==> config.mk <==
export PLATFORM = sky130hd
export DESIGN_NAME = npc_flat
export DESIGN_NICKNAME = d
export VERILOG_FILES = /design/src/rtl/npc_if.sv /design/src/rtl/npc.sv /design/src/flat_wrapper.sv
export SDC_FILE = /design/constraint.sdc
export NUM_CORES = 1
export LEC_CHECK = 0
export CAP_MARGIN = 40
export CORE_MARGIN = 2
export CORE_UTILIZATION = 46
export CTS_CLUSTER_DIAMETER = 30
export DETAILED_ROUTE_END_ITERATION = 10
export PLACE_DENSITY_LB_ADDON = 0.08
export SYNTH_ARGS = -nofsm -noshare
export SYNTH_HDL_FRONTEND = slang
export SYNTH_SLANG_ARGS = --single-unit
export TNS_END_PERCENT = 10
==> constraint.sdc <==
create_clock -name clk -period 3.81 [get_ports clk]
set_input_delay 0.762 -clock clk [delete_from_list [all_inputs] [get_ports clk]]
set_output_delay 0.762 -clock clk [all_outputs]
set_load 0.01 [all_outputs]
==> src/rtl/npc_if.sv <==
`default_nettype none
// ============================================================================
// Module      : npc_if
// Description : Bundle of the next-PC block's datapath signals (NPC_JALR_EN adds JALR/RS1)
// Revision    : 1.0 - initial release
// ============================================================================
interface npc_if;
    logic [31:0] PC;
    logic        PCSrc;
    logic [31:0] IMMEXT;
    logic        EN;
    logic [31:0] NPC;
    logic        MISALIGN;
    logic [31:0] PC_Q;
    logic        MISALIGN_STICKY;
`ifdef NPC_JALR_EN
    logic        JALR;
    logic [31:0] RS1;
`endif

`ifdef NPC_JALR_EN
    modport master (
        output PC, PCSrc, IMMEXT, EN, JALR, RS1,
        input  NPC, MISALIGN, PC_Q, MISALIGN_STICKY
    );
    modport slave (
        input  PC, PCSrc, IMMEXT, EN, JALR, RS1,
        output NPC, MISALIGN, PC_Q, MISALIGN_STICKY
    );
`else
    modport master (
        output PC, PCSrc, IMMEXT, EN,
        input  NPC, MISALIGN, PC_Q, MISALIGN_STICKY
    );
    modport slave (
        input  PC, PCSrc, IMMEXT, EN,
        output NPC, MISALIGN, PC_Q, MISALIGN_STICKY
    );
`endif
endinterface
`default_nettype wire

==> src/rtl/npc.sv <==
`default_nettype none
// ============================================================================
// Module      : npc
// Description : Next-PC adder with registered PC and sticky misalignment flag.
//               Optional JALR target path enabled by macro NPC_JALR_EN.
// Revision    : 1.0 - initial release
// ============================================================================
module npc #(
    parameter logic [31:0] RESET_PC = 32'h0000_0000
) (
    input  wire logic clk,
    input  wire logic rst_n,
    npc_if.slave      bus
);

    localparam logic PC_NOJUMP   = 1'b0;
    localparam logic PC_J_OFFSET = 1'b1;

    logic [31:0] next_pc;
    logic        misalign;
    logic [31:0] pc_d;
    logic [31:0] pc_q;
    logic        sticky_d;
    logic        sticky_q;

    // An unknown PCSrc fails the equality test and falls through to PC+4.
    always_comb begin
        next_pc = bus.PC + 32'd4;
        if (bus.PCSrc == PC_J_OFFSET) begin
            next_pc = bus.PC + bus.IMMEXT;
        end
`ifdef NPC_JALR_EN
        if (bus.JALR) begin
            next_pc = (bus.RS1 + bus.IMMEXT) & 32'hFFFF_FFFE;
        end
`endif
        misalign = (next_pc[1:0] != 2'b00);
    end

    always_comb begin
        pc_d     = pc_q;
        sticky_d = sticky_q;
        if (bus.EN) begin
            pc_d     = next_pc;
            sticky_d = sticky_q | misalign;
        end
    end

    always_ff @(posedge clk) begin
        if (!rst_n) begin
            pc_q     <= RESET_PC;
            sticky_q <= 1'b0;
        end else begin
            pc_q     <= pc_d;
            sticky_q <= sticky_d;
        end
    end

    assign bus.NPC             = next_pc;
    assign bus.MISALIGN        = misalign;
    assign bus.PC_Q            = pc_q;
    assign bus.MISALIGN_STICKY = sticky_q;

    // PC_NOJUMP documents the default encoding used above.
    logic unused_enc;
    assign unused_enc = PC_NOJUMP;

endmodule
`default_nettype wire

==> src/flat_wrapper.sv <==
// flat-port wrapper written by rule: the top's interface ports become plain ports
module npc_flat 
#(
    parameter logic [31:0] RESET_PC = 32'h0000_0000
)
  (clk, rst_n, bus_PC, bus_PCSrc, bus_IMMEXT, bus_EN, bus_NPC, bus_MISALIGN, bus_PC_Q, bus_MISALIGN_STICKY);
  npc_if bus_i ();
  input  wire logic clk;
  input  wire logic rst_n;
  input wire logic [$bits(bus_i.PC)-1:0] bus_PC;
  input wire logic [$bits(bus_i.PCSrc)-1:0] bus_PCSrc;
  input wire logic [$bits(bus_i.IMMEXT)-1:0] bus_IMMEXT;
  input wire logic [$bits(bus_i.EN)-1:0] bus_EN;
  output wire logic [$bits(bus_i.NPC)-1:0] bus_NPC;
  output wire logic [$bits(bus_i.MISALIGN)-1:0] bus_MISALIGN;
  output wire logic [$bits(bus_i.PC_Q)-1:0] bus_PC_Q;
  output wire logic [$bits(bus_i.MISALIGN_STICKY)-1:0] bus_MISALIGN_STICKY;
  assign bus_i.PC = bus_PC;
  assign bus_i.PCSrc = bus_PCSrc;
  assign bus_i.IMMEXT = bus_IMMEXT;
  assign bus_i.EN = bus_EN;
  assign bus_NPC = bus_i.NPC;
  assign bus_MISALIGN = bus_i.MISALIGN;
  assign bus_PC_Q = bus_i.PC_Q;
  assign bus_MISALIGN_STICKY = bus_i.MISALIGN_STICKY;
  npc #(.RESET_PC(RESET_PC)) u_core (.clk(clk), .rst_n(rst_n), .bus(bus_i));
endmodule
==> metrics.md, run 1 <==
| Metric | Value |
|---|---|
| Outcome | `complete, but fails checks` |
| Failing checks | `negative setup slack` |
| Synth Flop Type | `dfxtp_1` |
| Die height | `about 93 um` |
| Area Overhead vs Synth | `86.2%` |
| Fmax | `0.243 GHz` |
| Placement-stage cell area | `about 0.006 mm^2` |
| Average size of a mapped cell | `7.48 um^2` |
| Top cells by count, synth | `55 x nor2_1, 53 x nand2_1, 47 x a21oi_1, 33 x dfxtp_1, 32 x ha_1` |
| Critical Path RT | `just over 3000 ps` |
| Worst Tran Pin Value | `671 ps` |
| Core Area | `0.00773 mm^2` |
| Critical path data arrival time | `~3400 ps` |
| Fillers | `360` |
| Initial antenna violation count | `0` |
| Async set-reset flop share out of synthesis | `0%` |
| Post-route ant nets | `0` |
| Sequential share of the synthesized area | `approximately 18%` |
| Synth area leader | `dfxtp_1` |
| Vias in the first global route | `~5400` |
| Mapped cell area | `roughly 0.0037 mm^2` |
| Vias | `about 5700` |
| Max_cap viols | `0` |
| Longest Clk Path Bufs | `2` |
| Clk_skew | `0 ps` |
| Post-route DRC | `0` |
| Post-place setup slack | `-995 ps` |
| Post-synthesis cell type count | `55` |
| Inserted Clock Buffers | `5` |
| Worst Slack Setup Final | `-303 ps` |
| Largest net degree at the start of global routing | `34` |
| Design Area, Final | `slightly below 0.007 mm^2` |
| Rel. slew slack | `between 50% and 60%` |
| Total gr overflow | `0` |
| Mapped Nets | `593` |
| Skew-Pair Late Insertion Delay | `310 ps` |
| Synth Instances | `just under 500` |
| Cell Pwr Density | `about 270 mW/mm^2` |
| Yosys warns | `0` |
| WL final | `20500 um` |
| EDFF count, synth | `0` |
| Layout Nets | `approximately 880` |
| Lkg Pwr | `3.08 nW` |
| Root buf cell | `clkbuf_8` |
| DP HPWL | `11500 um` |
| Layout cells sized above 1 | `between 30% and 40%` |
| RSZ-0062 raised after global routing | `yes` |
| First-pass GRT wire length | `between 20000 and 30000 um` |
| Inserted Diodes | `0` |
| CTS tree | `done` |
| Adder-cell share of the synthesized area | `about 11%` |
| Gr usage total | `39.8%` |
| Critical path, cell by cell | `clkdlybuf4s15_1, ha_4, o211ai_1, a21oi_2, o211ai_1, a21oi_2, o31a_1, buf_6, a31oi_4, mux2i_2, nor2_1, buf_2` |
| Placed cell count | `854` |
| Initial core utilization | `between 40% and 50%` |
| Die footprint | `0.00873 mm^2` |
| H-tree Lvls | `2` |
| Routed WL per cell | `23.2 um` |
| CTS Sinks | `33` |
| Max stage delay on crit path | `roughly 390 ps` |
| I/O pins | `134` |
| Vias per cell | `approximately 6.4` |
| Top-area cell type share of the netlist area | `between 15 and 20%` |
| Largest cells by area after synthesis | `dfxtp_1 18%, ha_1 11%, xor2_1 6.4%, a21oi_1 6.4%, mux2i_1 6.3%` |
| Max Slew Vio Count | `0` |
| Synth Area in Compound Gates | `a little over a quarter` |
| Final Hold Viols | `0` |
| Critical path type | `input pin to output pin` |
| CTS Hold Bufs | `0` |
| Post-synthesis simple-gate area fraction | `around 22%` |
| Initial detailed-routing violation count | `487` |
| Setup-failing EPs final | `14` |
| Number of I/O port buffers | `~130` |
| Worst hold slack | `about 470 ps` |
| Setup crit end kind | `output pin` |
| Clock-pin slew on the worst setup and hold paths | `80 ps` |
| Seq cells post-synth | `33` |
| CP startpoint kind | `input pin` |
| Drt pass-1 iters | `5` |
| Critical-path top delay cell | `o211ai_1` |
| Worst ir drop on vdd | `210 uV` |
| Cell with the most instances after synthesis | `nor2_1` |
| Fin crit share | `108%` |
| GP Congestion | `just under 1` |
| Placement Rows | `32` |
| Tmin final | `around 4100 ps` |
| Post-Synth XOR/XNOR Area | `around an eighth` |
| Multiplexer share of the synthesized area | `6.87%` |
| Core Util, Final | `approximately 90%` |
| Layout Cells excl Fill | `just under 900` |
| Hold WC Path Type | `register to register` |
| Combinational family with the most area after synthesis | `compound AO/OA/AOI/OAI gates` |
| Fin Setup TNS | `-1850 ps` |
| Crit Path Max Fanout | `5` |
| Die X | `approximately 93 um` |
| Final Power | `around 1.8 mW` |
[registers in the layout (all words and copies together), names as in the netlist]
name and cells:
u_core.bus.PC_Q 32, u_core.bus.MISALIGN_STICKY 1
[kinds of logic after synthesis]
kind of cell | after synthesis
and+or+nand+nor | 177
AOI/OAI and AO/OA | 144
xor gates and xnor gates | 51
adders and majority gates | 33
DFF | 33
buffers and inverters | 29
muxes | 25
[placed cells by master, fill, tap and decap left out, drive strengths merged, types with 23 or more instances in the layout]
master / n
ha: 32
clkdlybuf4s50: 70
xor2: 27
a21oi: 49
nand3: 23
buf: 186
dfxtp: 33
nor2: 55
nand2: 53
o21ai: 27
mux2i: 23
dlygate4sd2: 29
xnor2: 24
[layout make-up]
| type | count | area, um^2 | share of cell area (%) |
|---|---|---|---|
| Inverter | 11 | 41.3 | 0.603 |
| Timing Repair Buffer | 300 | 2520 | 36.8 |
| Tap cell | 102 | 128 | 1.86 |
| Multi-Input combinational cell | 430 | 3420 | 49.9 |
| Clock buffer | 5 | 68.8 | 1.00 |
| Clock inverter | 3 | 17.5 | 0.256 |
| Sequential cell | 33 | 661 | 9.64 |
[worst paths after layout]
path                             from                  end  slack [ps]  depth (start not counted)
hold reg to reg   u_core.bus.PC_Q[18]  u_core.bus.PC_Q[18]         470                          2
hold / removal    u_core.bus.PC_Q[18]  u_core.bus.PC_Q[18]         470                          2
setup reg to reg   u_core.bus.PC_Q[0]   u_core.bus.PC_Q[0]        2900                          2
setup / recovery       bus_IMMEXT[10]          bus_NPC[26]        -300                         12
[report_power, final]
| part | internal (mW) | switching [mW] | leakage (nW) | total (mW) |
|---|---|---|---|---|
| clock network | 0.127 | 0.168 | 0.0439 | 0.295 |
| logic | 0.571 | 0.565 | 2.77 | 1.14 |
| registers | 0.376 | 0.0188 | 0.273 | 0.395 |
| total | 1.07 | 0.753 | 3.08 | 1.83 |
[layer usage]
metal / vias up / global-route usage (%) / wire length [um]
met1: 2636 / 46.6 / 7100
met3: 183 / 7.17 / 2280
met5: - / 0 / 0
li1: 2373 / - / -
met2: 480 / 68.2 / 9260
met4: 0 / 22.1 / 1900
[worst max-delay path: cells and delay by family]
family / cells / cell delay, ps
buffers and inverters: 3 / 510
and+or+nand+nor: 1 / 60
muxes: 1 / 260
AOI/OAI and AO/OA: 6 / 1460
adders and majority gates: 1 / 290
[what timing repair did]
action | CTS | global route
pin swaps | 45 | 26
gates resized for setup | 177 | 69
setup buffers | 14 | 8
setup endpoints to repair | 28 | 23
(Power assumes the default switching activity.)
==> inputs of run 2 (changes only) <==
--- a/config.mk
+++ b/config.mk
@@ -10,7 +10,7 @@
 export CORE_UTILIZATION = 46
 export CTS_CLUSTER_DIAMETER = 30
 export DETAILED_ROUTE_END_ITERATION = 10
-export PLACE_DENSITY_LB_ADDON = 0.08
+export PLACE_DENSITY = 0.91
 export SYNTH_ARGS = -nofsm -noshare
 export SYNTH_HDL_FRONTEND = slang
 export SYNTH_SLANG_ARGS = --single-unit
==> constraint.sdc (replaced) <==
create_clock -name clk -period 3.81 [get_ports clk]
set_input_delay 0.5715 -clock clk [delete_from_list [all_inputs] [get_ports clk]]
set_output_delay 0.5715 -clock clk [all_outputs]
set_load 0.01 [all_outputs]
==> run 2 against run 1 <==
The run still ends with negative setup slack left. Register-to-register slack better by 20 ps. Critical path depth is the same. Count of clock-buffer cells in the layout is 1 higher. Worst setup slack gained 240 ps. Total power shrank 10%. Largest cell class unchanged.
==> metrics.md, run 2 (same netlist as run 1, synthesis figures left out) <==
| Metric | Value |
|---|---|
| Outcome | `complete, but fails checks` |
| Failing checks | `negative setup slack` |
| Drt pass-1 iters | `6 (+1)` |
| Die X | `93.4 um (unchanged)` |
| Fin Setup TNS | `-206 ps (+1640 ps)` |
| Commonest non-fill, non-tap cell in the layout | `buf_4` |
| Die footprint | `0.00873 mm^2 (unchanged)` |
| Gr usage total | `33.2% (-6.6 points)` |
| Vias | `4936 (-13%)` |
| Root buf cell | `clkbuf_8` |
| CTS tree | `done` |
| Final Hold Viols | `0 (unchanged)` |
| Area Overhead vs Synth | `69.6%` |
| Worst ir drop on vdd | `203 uV (-3.3%)` |
| Layout Nets | `835 (-5.3%)` |
| Max Slew Vio Count | `0 (unchanged)` |
| Clock-pin slew on the worst setup and hold paths | `80 ps (about the same)` |
| Rel. slew slack | `64.0% (+8.8 points)` |
| Largest net degree at the start of global routing | `40 (+18%)` |
| Setup-failing EPs final | `6 (-8)` |
| GP Congestion | `1.03 (+5.3%)` |
| Initial antenna violation count | `0 (unchanged)` |
| Routed WL per cell | `17.8 um (-23%)` |
| Vias per cell | `5.90 (-8.1%)` |
| Most used cell along the critical path | `dlygate4sd2_1` |
| Placement Rows | `32 (unchanged)` |
| Initial core utilization | `47.6% (unchanged)` |
| I/O pins | `134 (unchanged)` |
| Fin crit share | `102% (-6.4 points)` |
| Commonest non-fill, non-tap cells in the layout | `119 x buf_4, 101 x clkdlybuf4s50_1, 55 x nor2_1` |
| Max FFs per register | `32 (unchanged)` |
| Hold WC Path Type | `register to register` |
| Post-route ant nets | `0 (unchanged)` |
| Total gr overflow | `0 (unchanged)` |
| Final Power | `1.64 mW (-10%)` |
| CTS Hold Bufs | `0 (unchanged)` |
| Number of I/O port buffers | `133 (unchanged)` |
| Max stage delay on crit path | `370 ps (-20 ps)` |
| Skew-Pair Late Insertion Delay | `290 ps (-20 ps)` |
| Fmax | `0.258 GHz (+6.3%)` |
| Critical Path RT | `3240 ps (+190 ps)` |
| Core Util, Final | `80.7% (-7.9 points)` |
| Critical path data arrival time | `3300 ps (-50 ps)` |
| R2R setup slack | `2920 ps (+20 ps)` |
| Post-place setup slack | `-797 ps (+198 ps)` |
| WL final | `14900 um (-28%)` |
| Layout cells sized above 1 | `24.4% (-12 points)` |
| Seq. cell area | `661 um^2 (unchanged)` |
| Critical path type | `input pin to output pin` |
| Critical-path top delay cell | `fa_2` |
| Hold path depth | `2 (unchanged)` |
| Max_cap viols | `0 (unchanged)` |
| Cell Pwr Density | `263 mW/mm^2 (-1.5%)` |
| Worst Slack Setup Final | `-60.3 ps (+243 ps)` |
| Setup crit end kind | `output pin` |
| Inserted Diodes | `0 (unchanged)` |
| Clk_skew | `0 ps (unchanged)` |
| Core Area | `0.00773 mm^2 (unchanged)` |
| Die height | `93.4 um (unchanged)` |
| CP startpoint kind | `input pin` |
| Footprint of the multi-input gates | `0.00312 mm^2 (-8.5%)` |
| DP HPWL | `11100 um (-3.0%)` |
| Post-route DRC | `0 (unchanged)` |
| Vias in the first global route | `5126 (-5.9%)` |
| Critical path, cell by cell | `dlygate4sd2_1, ha_2, fa_2, a211oi_2, o21ai_2, o21ai_4, a21oi_2, o31a_1, a31oi_1, mux2i_1, nor2_1, dlygate4sd2_1` |
| Crit Path Max Fanout | `4 (-1)` |
| Fillers | `453 (+26%)` |
| R2R cell count | `2 (unchanged)` |
| Worst Tran Pin Value | `534 ps (-137 ps)` |
| First-pass GRT wire length | `23300 um (-15%)` |
| Lkg Pwr | `2.80 nW (-9.1%)` |
| RSZ-0062 raised after global routing | `yes` |
| CTS Sinks | `33 (unchanged)` |
| H-tree Lvls | `2 (unchanged)` |
| Initial detailed-routing violation count | `301 (-38%)` |
| Inserted Clock Buffers | `5 (unchanged)` |
| Longest Clk Path Bufs | `2 (unchanged)` |
| Tmin final | `3870 ps (-243 ps)` |
run 2: changes by cell type in the layout (fill, tap and decap cells not counted), sizes merged:
| cell | delta |
|---|---|
| buf | -62 |
| clkbuf | -6 |
| clkdlybuf4s15 | -3 |
| clkdlybuf4s50 | +31 |
| clkinvlp | -1 |
| dlygate4sd2 | -7 |
| dlymetal6s2s | +1 |
run 2: metal layers:
layer  global-route usage (%)  up-vias  part of all wire [%]
met5                        0        -                     0
met4                     16.3        0                   4.6
met3                     6.69       86                   9.0
met2                     62.4      320                    50
met1                     34.7     2273                    36
li1                         -     2257                     -
run 2: path summary, 6_finish.rpt:
kind,startpoint,endpoint
worst max register to register,u_core.bus.PC_Q[31],u_core.bus.PC_Q[31]
worst min-delay path,u_core.bus.PC_Q[9],u_core.bus.PC_Q[9]
worst max-delay path,bus_PC[0],bus_NPC[26]
worst min register to register,u_core.bus.PC_Q[9],u_core.bus.PC_Q[9]
run 2: timing repair:
action,4_1_cts,5_1_grt
endpoints found under the setup margin,25,23
gates resized for setup,62,24
buffers inserted,7,2
hold endpoints to repair,0,0
pin swaps,21,13
run 2: final cells by class:
cell class              instances  area share, %
inverters                      11          0.662
flip-flops and latches         33           10.6
multi-input cells             430           50.1
repair buffers                253           35.3
well taps                     102           2.05
clock inverters                 2          0.160
clock buffers                   6           1.16
run 2: report_power, final:
group / total [mW] / switching (mW) / leakage (nW) / internal [mW]
clock: 0.276 / 0.149 / 0.0450 / 0.127
sequential: 0.392 / 0.0163 / 0.273 / 0.376
combinational: 0.971 / 0.465 / 2.49 / 0.506
total: 1.64 / 0.630 / 2.80 / 1.01
run 2: worst max-delay path, delay by kind of cell:
kind | cells | cell delay [ps]
AO/OA/AOI/OAI | 6 | 1260
adder cells (fa/ha/maj) | 2 | 570
buffers and inverters | 2 | 530
multiplexers | 1 | 300
AND/OR/NAND/NOR | 1 | 60
run 2: stage by stage:
stage               instance area, um^2  hold WS [ps]  instances
global route                       6240           491        837
global placement                   5900           451        820
CTS                                6120           471        835
finish                             6240           471        837
floorplan                          3680           490        492
detailed placement                 5900           458        820
==> inputs of run 3 (changes only) <==
--- a/config.mk
+++ b/config.mk
@@ -6,10 +6,13 @@
 export NUM_CORES = 1
 export LEC_CHECK = 0
 export CAP_MARGIN = 40
+export CELL_PAD_IN_SITES_DETAIL_PLACEMENT = 1
+export CELL_PAD_IN_SITES_GLOBAL_PLACEMENT = 1
 export CORE_MARGIN = 2
-export CORE_UTILIZATION = 46
+export CORE_UTILIZATION = 32
 export CTS_CLUSTER_DIAMETER = 30
 export DETAILED_ROUTE_END_ITERATION = 10
+export GPL_TIMING_DRIVEN = 0
 export PLACE_DENSITY = 0.91
 export SYNTH_ARGS = -nofsm -noshare
 export SYNTH_HDL_FRONTEND = slang
==> run 3 against run 2 <==
The flow still finishes with violations (negative setup slack). Total power grew 11%. Hold slack gained 1.2 ps. Clock skew is the same. Sequential share of layout area grew 0.40 points. Register-to-register slack is essentially flat. Count of clock-buffer cells in the layout grew 1. Utilization shrank 28 points. Final cell count shrank 3.7%. Largest power group unchanged. Highest routed layer unchanged.
==> metrics.md, run 3 (same netlist as run 1, synthesis figures left out) <==
| Metric | Value |
|---|---|
| Vias | `4589 (-7.0%)` |
| Inserted Diodes | `0 (unchanged)` |
| Setup-failing EPs final | `6 (unchanged)` |
| Area Overhead vs Synth | `63.4%` |
| Routed WL per cell | `21.8 um (+23%)` |
| Die height | `111 um (+19%)` |
| Critical path type | `input pin to output pin` |
| Worst Tran Pin Value | `789 ps (+255 ps)` |
| RSZ-0062 raised after global routing | `yes` |
| Gr usage total | `25.9% (-7.2 points)` |
| GP Congestion | `0.884 (-14%)` |
| CTS tree | `done` |
| Fin Setup TNS | `-196 ps (+9.73 ps)` |
| Worst Slack Setup Final | `-82.7 ps (-22.4 ps)` |
| CTS Sinks | `33 (unchanged)` |
| WL final | `17600 um (+18%)` |
| Setup crit end kind | `output pin` |
| Critical Path RT | `3240 ps (about the same)` |
| H-tree Lvls | `2 (unchanged)` |
| Core Area | `0.0113 mm^2 (+47%)` |
| Layout Nets | `763 (-8.6%)` |
| Vias per cell | `5.69 (-3.5%)` |
| Fin crit share | `102% (+0.59 points)` |
| CP startpoint kind | `input pin` |
| Root buf cell | `clkbuf_16` |
| Clock-pin slew on the worst setup and hold paths | `50 ps (-30 ps)` |
| Outcome | `complete, but fails checks` |
| Max Slew Vio Count | `0 (unchanged)` |
| Initial detailed-routing violation count | `159 (-47%)` |
| Met1 WL | `6850 um (+29%)` |
| Skew-Pair Late Insertion Delay | `270 ps (-20 ps)` |
| Cell Pwr Density | `302 mW/mm^2 (+15%)` |
| First-pass GRT wire length | `26100 um (+12%)` |
| Layout cells sized above 1 | `19.9% (-4.4 points)` |
| Total gr overflow | `0 (unchanged)` |
| Post-route DRC | `0 (unchanged)` |
| Commonest non-fill, non-tap cells in the layout | `77 x clkdlybuf4s50_1, 53 x nand2_1, 52 x nor2_1` |
| Rel. slew slack | `47.4% (-17 points)` |
| Drt pass-1 iters | `4 (-2)` |
| Number of I/O port buffers | `132 (-0.75%)` |
| Top Metal Used | `met4` |
| Initial antenna violation count | `0 (unchanged)` |
| Fmax | `0.257 GHz (-0.58%)` |
| Post-route ant nets | `0 (unchanged)` |
| Commonest non-fill, non-tap cell in the layout | `clkdlybuf4s50_1` |
| I/O pins | `134 (unchanged)` |
| Die X | `111 um (+19%)` |
| Post-place setup slack | `-965 ps (-169 ps)` |
| Longest Clk Path Bufs | `2 (unchanged)` |
| Failing checks | `negative setup slack` |
| Crit Path Max Fanout | `4 (unchanged)` |
| Max_cap viols | `0 (unchanged)` |
| WL met2 | `8870 um (+18%)` |
| Vias in the first global route | `4876 (-4.9%)` |
| Die footprint | `0.0124 mm^2 (+42%)` |
| DR WL met3 | `1300 um (-3.1%)` |
| Max FFs per register | `32 (unchanged)` |
| Largest net degree at the start of global routing | `11 (-73%)` |
| Final Hold Viols | `0 (unchanged)` |
| Critical path data arrival time | `3320 ps (+20 ps)` |
| Initial core utilization | `32.5% (-15 points)` |
| Hold WC Path Type | `register to register` |
| Clk_skew | `0 ps (unchanged)` |
| Placement Rows | `39 (+22%)` |
| Inserted Clock Buffers | `5 (unchanged)` |
| Lkg Pwr | `2.60 nW (-7.1%)` |
| Worst ir drop on vdd | `169 uV (-16%)` |
| DP HPWL | `12400 um (+11%)` |
| Tmin final | `3890 ps (+22.4 ps)` |
run 3: where the power goes:
part | switching (mW) | internal (mW) | total, mW
logic | 0.490 | 0.450 | 0.940
registers | 0.0166 | 0.377 | 0.393
clock network | 0.152 | 0.327 | 0.479
total | 0.659 | 1.15 | 1.81
run 3: worst paths after layout:
path                               to  cells after the start                 from  slack, ps
setup reg to reg  u_core.bus.PC_Q[31]                      2  u_core.bus.PC_Q[31]       2920
setup / recovery          bus_NPC[24]                     13        bus_IMMEXT[0]        -80
hold / removal    u_core.bus.PC_Q[18]                      2  u_core.bus.PC_Q[18]        470
hold reg to reg   u_core.bus.PC_Q[18]                      2  u_core.bus.PC_Q[18]        470
run 3: final cells by class:
type | count | area, um^2
clock inverters | 1 | 30.0
plain buffers | 15 | 65.1
repair buffers | 166 | 1550
fillers | 1355 | 5310
clock buffers | 7 | 143
well taps | 143 | 179
flip-flops and latches | 33 | 661
multi-input cells | 430 | 3340
inverters | 11 | 41.3
run 3: metal layers:
| metal | up-vias | global-route usage, % |
|---|---|---|
| li1 | 2116 | - |
| met1 | 2236 | 30.2 |
| met3 | 41 | 7.49 |
| met5 | - | 0 |
| met2 | 196 | 46.0 |
| met4 | 0 | 7.65 |
run 3: timing repair:
item,4_1_cts,5_1_grt
endpoints found under the setup margin,26,21
hold buffers,0,0
resized for setup,98,70
setup buffers,17,17
pin swaps,20,38
run 3: worst max-delay path, stage by stage:
cell	delay [ps]
dlygate4sd2_1	260
ha_4	190
fa_2	360
a211oi_2	280
o21ai_2	130
o21ai_4	220
a21oi_2	100
o31a_1	370
buf_4	170
a21oi_2	130
xnor2_1	80
mux2_4	290
buf_2	140
run 3: metrics by stage:
step                instance area, um^2  std cells  total power, mW  util, %  hold WS, ps
floorplan                          3680        492            0.817        -          490
global placement                   5180        767             1.17     45.7          456
detailed placement                 5180        767             1.20     45.7          458
CTS                                5720        791             1.74     50.6          469
global route                       6010        806             1.90     53.1          498
finish                             6010        806             1.81     53.1          472
